### config.mk
export PLATFORM = sky130hd
export DESIGN_NAME = riscv_cache_biu_fill_flat
export DESIGN_NICKNAME = d
export VERILOG_FILES = /design/src/rtl/riscv_cache_biu_fill_if.sv /design/src/rtl/riscv_cache_biu_fill.sv /design/src/flat_wrapper.sv
export SDC_FILE = /design/constraint.sdc
export NUM_CORES = 1
export LEC_CHECK = 0
export CAP_MARGIN = 20
export CORE_UTILIZATION = 29
export CTS_CLUSTER_SIZE = 30
export DETAILED_ROUTE_END_ITERATION = 7
export GPL_TIMING_DRIVEN = 0
export PLACE_DENSITY = 0.57
export SLEW_MARGIN = 20
export SYNTH_ARGS = -nofsm -noshare
export SYNTH_HDL_FRONTEND = slang
export SYNTH_SLANG_ARGS = --single-unit
### constraint.sdc
create_clock -name clk_i -period 2.1 [get_ports clk_i]
set_input_delay 0.21 -clock clk_i [delete_from_list [all_inputs] [get_ports clk_i]]
set_output_delay 0.21 -clock clk_i [all_outputs]
set_load 0.02 [all_outputs]
### src/rtl/riscv_cache_biu_fill_if.sv
// BIU burst-read interface between the line-fill engine (master) and the bus
// interface unit (slave).
//   biu_req    master->slave  address phase request
//   biu_adr    master->slave  burst start address, XLEN-word aligned
//   biu_len    master->slave  burst length minus one
//   biu_ack    slave->master  address phase accepted
//   biu_d      slave->master  read data beat
//   biu_d_ack  slave->master  biu_d valid
//   biu_err    slave->master  bus error (address or data phase)
interface riscv_cache_biu_fill_if #(
  parameter int unsigned XLEN = 32,
  parameter int unsigned PLEN = 32
);
  logic            biu_req;
  logic [PLEN-1:0] biu_adr;
  logic [7:0]      biu_len;
  logic            biu_ack;
  logic [XLEN-1:0] biu_d;
  logic            biu_d_ack;
  logic            biu_err;

  modport master (
    output biu_req, biu_adr, biu_len,
    input  biu_ack, biu_d, biu_d_ack, biu_err
  );

  modport slave (
    input  biu_req, biu_adr, biu_len,
    output biu_ack, biu_d, biu_d_ack, biu_err
  );
endinterface

### src/rtl/riscv_cache_biu_fill.sv
// Cache line-fill engine. On a fill request it issues one wrapping burst that
// starts at the missed word, assembles the XLEN-wide beats into a BLK_BITS line,
// forwards the critical word early and pulses line_ack_o / line_err_o on
// completion / bus error.
// Ports:
//   clk_i, rst_i               clock, synchronous active-high reset
//   fill_req_i, fill_adr_i     fill request and miss byte address (IDLE only)
//   fill_busy_o                engine not idle
//   biu                        burst-read bus (master side)
//   line_o, line_ack_o         assembled line and its one-cycle valid pulse
//   line_err_o                 one-cycle pulse: fill aborted by bus error
//   cword_o, cword_vld_o       critical word and its one-cycle valid pulse
module riscv_cache_biu_fill #(
  parameter int unsigned XLEN     = 32,
  parameter int unsigned PLEN     = 32,
  parameter int unsigned BLK_BITS = 128
) (
  input  logic                          clk_i,
  input  logic                          rst_i,
  input  logic                          fill_req_i,
  input  logic [PLEN-1:0]               fill_adr_i,
  output logic                          fill_busy_o,
  riscv_cache_biu_fill_if.master        biu,
  output logic [BLK_BITS-1:0]           line_o,
  output logic                          line_ack_o,
  output logic                          line_err_o,
  output logic [XLEN-1:0]               cword_o,
  output logic                          cword_vld_o
);

  localparam int unsigned BEATS = BLK_BITS / XLEN;
  localparam int unsigned OffW  = $clog2(XLEN / 8);
  // Keep index/count at least one bit wide so BEATS=1 still elaborates.
  localparam int unsigned IdxW  = (BEATS > 1) ? $clog2(BEATS) : 1;
  localparam logic [PLEN-1:0] AdrMask = PLEN'((64'd1 << OffW) - 64'd1);
  localparam logic [IdxW-1:0] LastCnt = IdxW'(BEATS - 1);

  typedef enum logic [2:0] {StIdle, StAddr, StData, StDone, StErr} state_e;

  state_e              state_q, state_d;
  logic [PLEN-1:0]     adr_q, adr_d;
  logic [IdxW-1:0]     widx_q, widx_d;
  logic [IdxW-1:0]     cnt_q, cnt_d;
  logic [BLK_BITS-1:0] line_q, line_d;
  logic [XLEN-1:0]     cword_q, cword_d;
  logic                cword_vld_q, cword_vld_d;
  logic                beat;

  always_comb begin
    state_d     = state_q;
    adr_d       = adr_q;
    widx_d      = widx_q;
    cnt_d       = cnt_q;
    line_d      = line_q;
    cword_d     = cword_q;
    cword_vld_d = 1'b0;
    beat        = 1'b0;

    unique case (state_q)
      StIdle: begin
        if (fill_req_i) begin
          state_d = StAddr;
          adr_d   = fill_adr_i & ~AdrMask;
          widx_d  = (BEATS > 1) ? fill_adr_i[OffW +: IdxW] : '0;
          cnt_d   = '0;
        end
      end
      StAddr: begin
        if (biu.biu_err) begin
          state_d = StErr;
        end else if (biu.biu_ack) begin
          state_d = StData;
          // Data may already arrive alongside the address acknowledge.
          beat    = biu.biu_d_ack;
        end
      end
      StData: begin
        if (biu.biu_err) begin
          state_d = StErr;
        end else begin
          beat = biu.biu_d_ack;
        end
      end
      StDone:  state_d = StIdle;
      StErr:   state_d = StIdle;
      default: state_d = StIdle;
    endcase

    if (beat) begin
      for (int unsigned i = 0; i < BEATS; i++) begin
        if (widx_q == IdxW'(i)) line_d[i*XLEN +: XLEN] = biu.biu_d;
      end
      widx_d = (BEATS > 1) ? widx_q + 1'b1 : '0;
      if (cnt_q == '0) begin
        cword_d     = biu.biu_d;
        cword_vld_d = 1'b1;
      end
      if (cnt_q == LastCnt) begin
        cnt_d   = '0;
        state_d = StDone;
      end else begin
        cnt_d = cnt_q + 1'b1;
      end
    end
  end

  always_ff @(posedge clk_i) begin
    if (rst_i) begin
      state_q     <= StIdle;
      adr_q       <= '0;
      widx_q      <= '0;
      cnt_q       <= '0;
      line_q      <= '0;
      cword_q     <= '0;
      cword_vld_q <= 1'b0;
    end else begin
      state_q     <= state_d;
      adr_q       <= adr_d;
      widx_q      <= widx_d;
      cnt_q       <= cnt_d;
      line_q      <= line_d;
      cword_q     <= cword_d;
      cword_vld_q <= cword_vld_d;
    end
  end

  // Every output is a decode of registered state only.
  assign fill_busy_o = (state_q != StIdle);
  assign biu.biu_req = (state_q == StAddr);
  assign biu.biu_adr = adr_q;
  assign biu.biu_len = (state_q == StAddr) ? 8'(BEATS - 1) : 8'd0;
  assign line_o      = line_q;
  assign line_ack_o  = (state_q == StDone);
  assign line_err_o  = (state_q == StErr);
  assign cword_o     = cword_q;
  assign cword_vld_o = cword_vld_q;

endmodule

### src/flat_wrapper.sv
// flat-port wrapper written by rule: the top's interface ports become plain ports
module riscv_cache_biu_fill_flat 
#(
  parameter int unsigned XLEN     = 32,
  parameter int unsigned PLEN     = 32,
  parameter int unsigned BLK_BITS = 128
)
  (clk_i, rst_i, fill_req_i, fill_adr_i, fill_busy_o, line_o, line_ack_o, line_err_o, cword_o, cword_vld_o, biu_biu_req, biu_biu_adr, biu_biu_len, biu_biu_ack, biu_biu_d, biu_biu_d_ack, biu_biu_err);
  riscv_cache_biu_fill_if #(.XLEN(XLEN), .PLEN(PLEN)) biu_i ();
  input  logic clk_i;
  input  logic rst_i;
  input  logic fill_req_i;
  input  logic [PLEN-1:0] fill_adr_i;
  output logic fill_busy_o;
  output logic [BLK_BITS-1:0] line_o;
  output logic line_ack_o;
  output logic line_err_o;
  output logic [XLEN-1:0] cword_o;
  output logic cword_vld_o;
  output wire logic [$bits(biu_i.biu_req)-1:0] biu_biu_req;
  output wire logic [$bits(biu_i.biu_adr)-1:0] biu_biu_adr;
  output wire logic [$bits(biu_i.biu_len)-1:0] biu_biu_len;
  input wire logic [$bits(biu_i.biu_ack)-1:0] biu_biu_ack;
  input wire logic [$bits(biu_i.biu_d)-1:0] biu_biu_d;
  input wire logic [$bits(biu_i.biu_d_ack)-1:0] biu_biu_d_ack;
  input wire logic [$bits(biu_i.biu_err)-1:0] biu_biu_err;
  assign biu_biu_req = biu_i.biu_req;
  assign biu_biu_adr = biu_i.biu_adr;
  assign biu_biu_len = biu_i.biu_len;
  assign biu_i.biu_ack = biu_biu_ack;
  assign biu_i.biu_d = biu_biu_d;
  assign biu_i.biu_d_ack = biu_biu_d_ack;
  assign biu_i.biu_err = biu_biu_err;
  riscv_cache_biu_fill #(.XLEN(XLEN), .PLEN(PLEN), .BLK_BITS(BLK_BITS)) u_core (.clk_i(clk_i), .rst_i(rst_i), .fill_req_i(fill_req_i), .fill_adr_i(fill_adr_i), .fill_busy_o(fill_busy_o), .biu(biu_i), .line_o(line_o), .line_ack_o(line_ack_o), .line_err_o(line_err_o), .cword_o(cword_o), .cword_vld_o(cword_vld_o));
endmodule
; Word level (Yosys, flattened, before mapping)
; Index checks and enable logic that the tools add are counted.
[totals]
regBits = 198
mem_count = 0
latch_bits = 0
elab_cells = 55
mem_bits_rw = 0
rom_bits = 0
[classes]
eq_ne = 8
bitwise = 1
n_div = 0
reduce_logical = 14
multipliers = 0
n_lt_le_gt_ge = 0
shift = 0
muxes = 20
n_addsub = 2
[op_table]
columns = operator, count
row1 = 2-to-1 mux 3 bit, 6
row2 = 2-to-1 mux 2 bit, 8
row3 = AND reduction 2 bit, 7
row4 = one-hot mux 3 bit (3 select lines), 1
row5 = "== test 2 bit, second input constant", 3
row6 = "== test 3 x 2 -> 1 bit, second input constant", 2
row7 = "adder 2 x 1 -> 2 bit, second input constant", 2
row8 = logical NOT 2 bit, 2
row9 = 2-to-1 mux 1 bit, 4
row10 = nonzero test 2 bit, 2
row11 = "== test 3 x 1 -> 1 bit, second input constant", 1
row12 = "== test 3 bit, second input constant", 1
row13 = logical NOT 3 bit, 1
row14 = nonzero test 3 bit, 1
row15 = "== test 2 x 1 -> 1 bit, second input constant", 1
row16 = one-hot mux 1 bit (2 select lines), 1
row17 = OR reduction 2 bit, 1
row18 = NOT 1 bit, 1

; Depth between registers and ports, before layout
[logic_depth]
ltp_word = 5
mapped_depth = 7
mapped_depth_nobuf = 6

; Worst setup path after synthesis
; Ideal clock, no wire load.
[synth_timing]
path_type = register -> register
startpoint = register u_core.widx_q[0]
endpoint = register u_core.line_q[10], in the netlist u_core.line_o[10]
t_required_ns = 1.968
setup_time_ns = 0.132
setup_slack_ns = 0.698
synth_period_minus_slack_ns = 1.402
path_buffers = 1
stages_incl_launch_ff = 8
t_arrival_ns = 1.270
cell_sequence = dfxtp_1 inv_1 ha_1 and4bb_2 a21boi_2 buf_2 nand2_1 a21oi_1
[synth_via]
elab_chain_cells = 2
[synth_lines]
columns = item, line
row1 = from (decl), riscv_cache_biu_fill.sv:42  ; logic [IdxW-1:0] widx_q, widx_d;
row2 = from (signal assigned), riscv_cache_biu_fill.sv:119  ; widx_q <= widx_d;
row3 = logical NOT 2 bit, riscv_cache_biu_fill.sv:91  ; if (widx_q == IdxW'(i)) line_d[i*XLEN +: XLEN] = biu.biu_d;
row4 = AND reduction 2 bit (no source line), --
row5 = to (signal assigned), riscv_cache_biu_fill.sv:121  ; line_q <= line_d;
row6 = to (decl), riscv_cache_biu_fill.sv:44  ; logic [BLK_BITS-1:0] line_q, line_d;
; Every way passes these cells.
; A chain may end at the register's enable or synchronous reset.

; Worst setup path after layout
[layout_timing]
startpoint = register u_core.state_q[2]
endpoint = output fill_busy_o
[layout_via]
elab_chain_cells = 1
[layout_lines]
columns = item, line
row1 = from (decl), riscv_cache_biu_fill.sv:40  ; state_e state_q, state_d;
row2 = from (signal assigned), riscv_cache_biu_fill.sv:109  ; state_q <= StIdle;
row3 = from (signal assigned), riscv_cache_biu_fill.sv:117  ; state_q <= state_d;
row4 = nonzero test 3 bit, riscv_cache_biu_fill.sv:128  ; assign fill_busy_o = (state_q != StIdle);
row5 = to (decl), flat_wrapper.sv:14  ; output logic fill_busy_o;
; Every way passes these cells.

==> results_dict.tcl <==
set metrics [dict create \
    hold_viol 0 \
    min_period_ns 1.999 \
    topRoutingLayerUsed "met4" \
    met2_length_mm 11.78 \
    die_w_um 160.2 \
    grtUsageTotal 0.1967 \
    max_freq_mhz 500.3 \
    grt-ovfl-total 0 \
    drc 0 \
    hold_path_class "in2reg" \
    arrival_ns 1.79 \
    outcome "finished clean" \
    synthSimpleGateAreaFrac 0.2268 \
    hp-start "fill_adr_i[16]" \
    met3_length_mm 1.851 \
    cp-startpoint "u_core.state_q[2]" \
    grt_max_degree 19 \
    start_util 0.2974 \
    wl_per_cell_um 16.45 \
    irDropWorstVdd_mv 0.4100 \
    clockPowerShare 0.407 \
    antenna_found_initial 0 \
    clk_latency_ns 0.44 \
    crit_required_ns 1.89 \
    cts_tree "done" \
    cp-start-kind "register" \
    drv_cap 0 \
    switchingPower_w 0.002020 \
    p_int_w 0.005718 \
    path_class "reg2out" \
    cts.path.max_buffers 2 \
    place_congestion 0.7735 \
    boundaryPins 275 \
    syn_area_per_cell_um2 8.032 \
    syn-instance-count 903 \
    drive_gt1_frac 0.08306 \
    seq_area_frac_synth 0.5465 \
    root_buffer "clkbuf_16" \
    numCtsBuffers 17 \
    synth_top_family_by_area "simple AND/OR/NAND/NOR gates" \
    power_frac_comb 0.095 \
    synth-seq-cells 198 \
    dp.cells 1497 \
    clock_sink_count 198 \
    grt_pass1_wl_mm 38.63 \
    p_leak_nw 3.702 \
    routed_wirelength_mm 25.14 \
    swShare 0.2611 \
    timing.rr.start "u_core.widx_q[0]" \
    worst_pin_slew_ns 0.7495 \
    synth_fa_ha_area_frac 0.01035 \
    num_rows 57 \
    synth_warnings 0 \
    synthToLayoutAreaGrowth_pct 49.92 \
    grt_pass1_vias 6541 \
    final_cells 1528 \
    synth_xor_area_frac 0 \
    die_y_um 160.2 \
    tns_ns 0 \
    met1_length_mm 11.32 \
    cp_max_fo 10 \
    slew_headroom 0.5003 \
    core_area_um2 24390 \
    finalSetupViolations 0 \
    drtAntennaViolNets 0 \
    end_kind "output port" \
    drt_iter0_drc 321 \
    hpwl_mm 18.25 \
    vias 6838 \
    htree_levels 4 \
    whs_ns 0.3163 \
    numPortBuffers 263 \
    p_per_area_nw_per_um2 711.6 \
    rsz0062_at_grt "false" \
    clk_pin_slew_worst_paths_ns 0.07 \
    synth_area_um2 7253 \
    diodes 0 \
    cts_setup_buffers 0 \
    first_pass_iters 5 \
    synth_cell_type_count 32 \
    fin_skew_ns 0.01032 \
    drv_slew 0 \
    finalCritPeriodShare 0.9518 \
    nNetsFinal 1268 \
    synth-compound-area-share 0.1559 \
    dieArea_um2 25650 \
    via_per_inst 4.475 \
    synthMuxAreaShare 0.002760 \
    pwr-share-seq 0.498 \
]
## cell usage after synthesis (all sizes together)
cell / instances / area share
o21ai: 5 / 0.0071
and3b: 1 / 0.0012
inv: 6 / 0.0031
and2b: 1 / 0.0014
and4bb: 5 / 0.0086
nand2: 384 / 0.20
a21boi: 5 / 0.0088
nor2: 10 / 0.0052
a31oi: 1 / 0.00086
or3: 1 / 0.00086
a311oi: 1 / 0.0012
o32a: 1 / 0.0014
a2111oi: 1 / 0.0012
a21oi: 192 / 0.13
nor3: 1 / 0.00069
nand3: 2 / 0.0014
clkbuf: 25 / 0.013
dfxtp: 198 / 0.55
nor3b: 1 / 0.0010
ha: 6 / 0.010
nand3b: 1 / 0.0028
nor4b: 1 / 0.0021
conb: 1 / 0.00052
buf: 47 / 0.041
o211ai: 1 / 0.0029
mux2i: 2 / 0.0028
nand2b: 3 / 0.0029
## power by group through the flow
stage,clock [W],sequential [W],combinational [W]
finish,0.00315,0.00385,0.000737
detailed placement,0,0.00394,0.000748
CTS,0.00325,0.00385,0.000747
floorplan,0,0.00401,0.000260
global placement,0,0.00394,0.000747
global route,0.00337,0.00386,0.000801
## sequential cells by signal (all words and copies together) (netlist names)
name                cells
u_core.biu.biu_adr     30
u_core.cnt_q            2
u_core.cword_o         32
u_core.cword_vld_o      1
u_core.line_o         128
u_core.state_q          3
u_core.widx_q           2
## worst max-delay path, stage by stage, from the launching register on
cell and delay (ns):
dfxtp_1 0.37, buf_2 0.25, nor3_2 0.08, inv_1 0.05
clkdlybuf4s50_1 0.61
## worst paths after layout
path	slack, ns	end	cells past startpoint
worst max-delay path	0.10	fill_busy_o	4
worst min-delay path	0.32	u_core.biu.biu_adr[16]	3
worst max register to register	0.28	u_core.line_o[80]	7
worst min register to register	0.45	u_core.biu.biu_adr[11]	2
## repair_timing
| action | in CTS | in global routing |
|---|---|---|
| gates resized for setup | 5 | 1 |
| hold buffers | 0 | 0 |
| endpoints found under the setup margin | 4 | 1 |
| pin swaps | 0 | 0 |
| endpoints found under the hold margin | 0 | 0 |
## placed cells by master, fill, tap and decap left out, types with 5 or more instances in the layout
cell type        instances
and4bb_2                 5
dfxtp_1                198
ha_1                     6
nor2_1                   9
nand2_1                384
buf_2                   28
clkdlybuf4s50_1        259
buf_4                   15
inv_1                    6
clkbuf_1                25
clkbuf_16               17
conb_1                   8
a21oi_1                192
## through the flow
stage               setup WS [ns]    util  power [W]  cell area [um^2]
floorplan                  0.6980       -   0.004271              7279
global placement         -0.01413  0.4230   0.004685             10320
detailed placement       -0.03571  0.4230   0.004688             10320
CTS                       0.01046  0.4456   0.007852             10870
global route              0.01067  0.4458   0.008033             10870
finish                     0.1011  0.4458   0.007738             10870
## layer usage
| metal | vias to the layer above | track usage |
|---|---|---|
| met4 | 0 | 0.04199 |
| li1 | 3474 | - |
| met2 | 204 | 0.3243 |
| met5 | - | 0 |
| met1 | 3149 | 0.2491 |
| met3 | 11 | 0.06468 |
## area by class of cell
| cell class | instances | area, um^2 |
|---|---|---|
| Fill cell | 2522 | 13520 |
| Sequential cell | 198 | 3964 |
| Multi-Input combinational cell | 634 | 2909 |
| Timing Repair Buffer | 263 | 2628 |
| Clock buffer | 18 | 439.2 |
| Tap cell | 324 | 405.4 |
| Buffer | 72 | 391.6 |
| Clock inverter | 13 | 115.1 |
| Inverter | 6 | 22.52 |
## cells by family after synthesis
| kind of cell | Yosys count |
|---|---|
| flip-flops | 198 |
| multiplexers | 2 |
| adder cells (fa/ha/maj) | 6 |
| AND/OR/NAND/NOR | 411 |
| AO/OA/AOI/OAI | 207 |
| buffers and inverters | 78 |
| other | 1 |
Note: power is estimated with default switching activity, not from simulation.
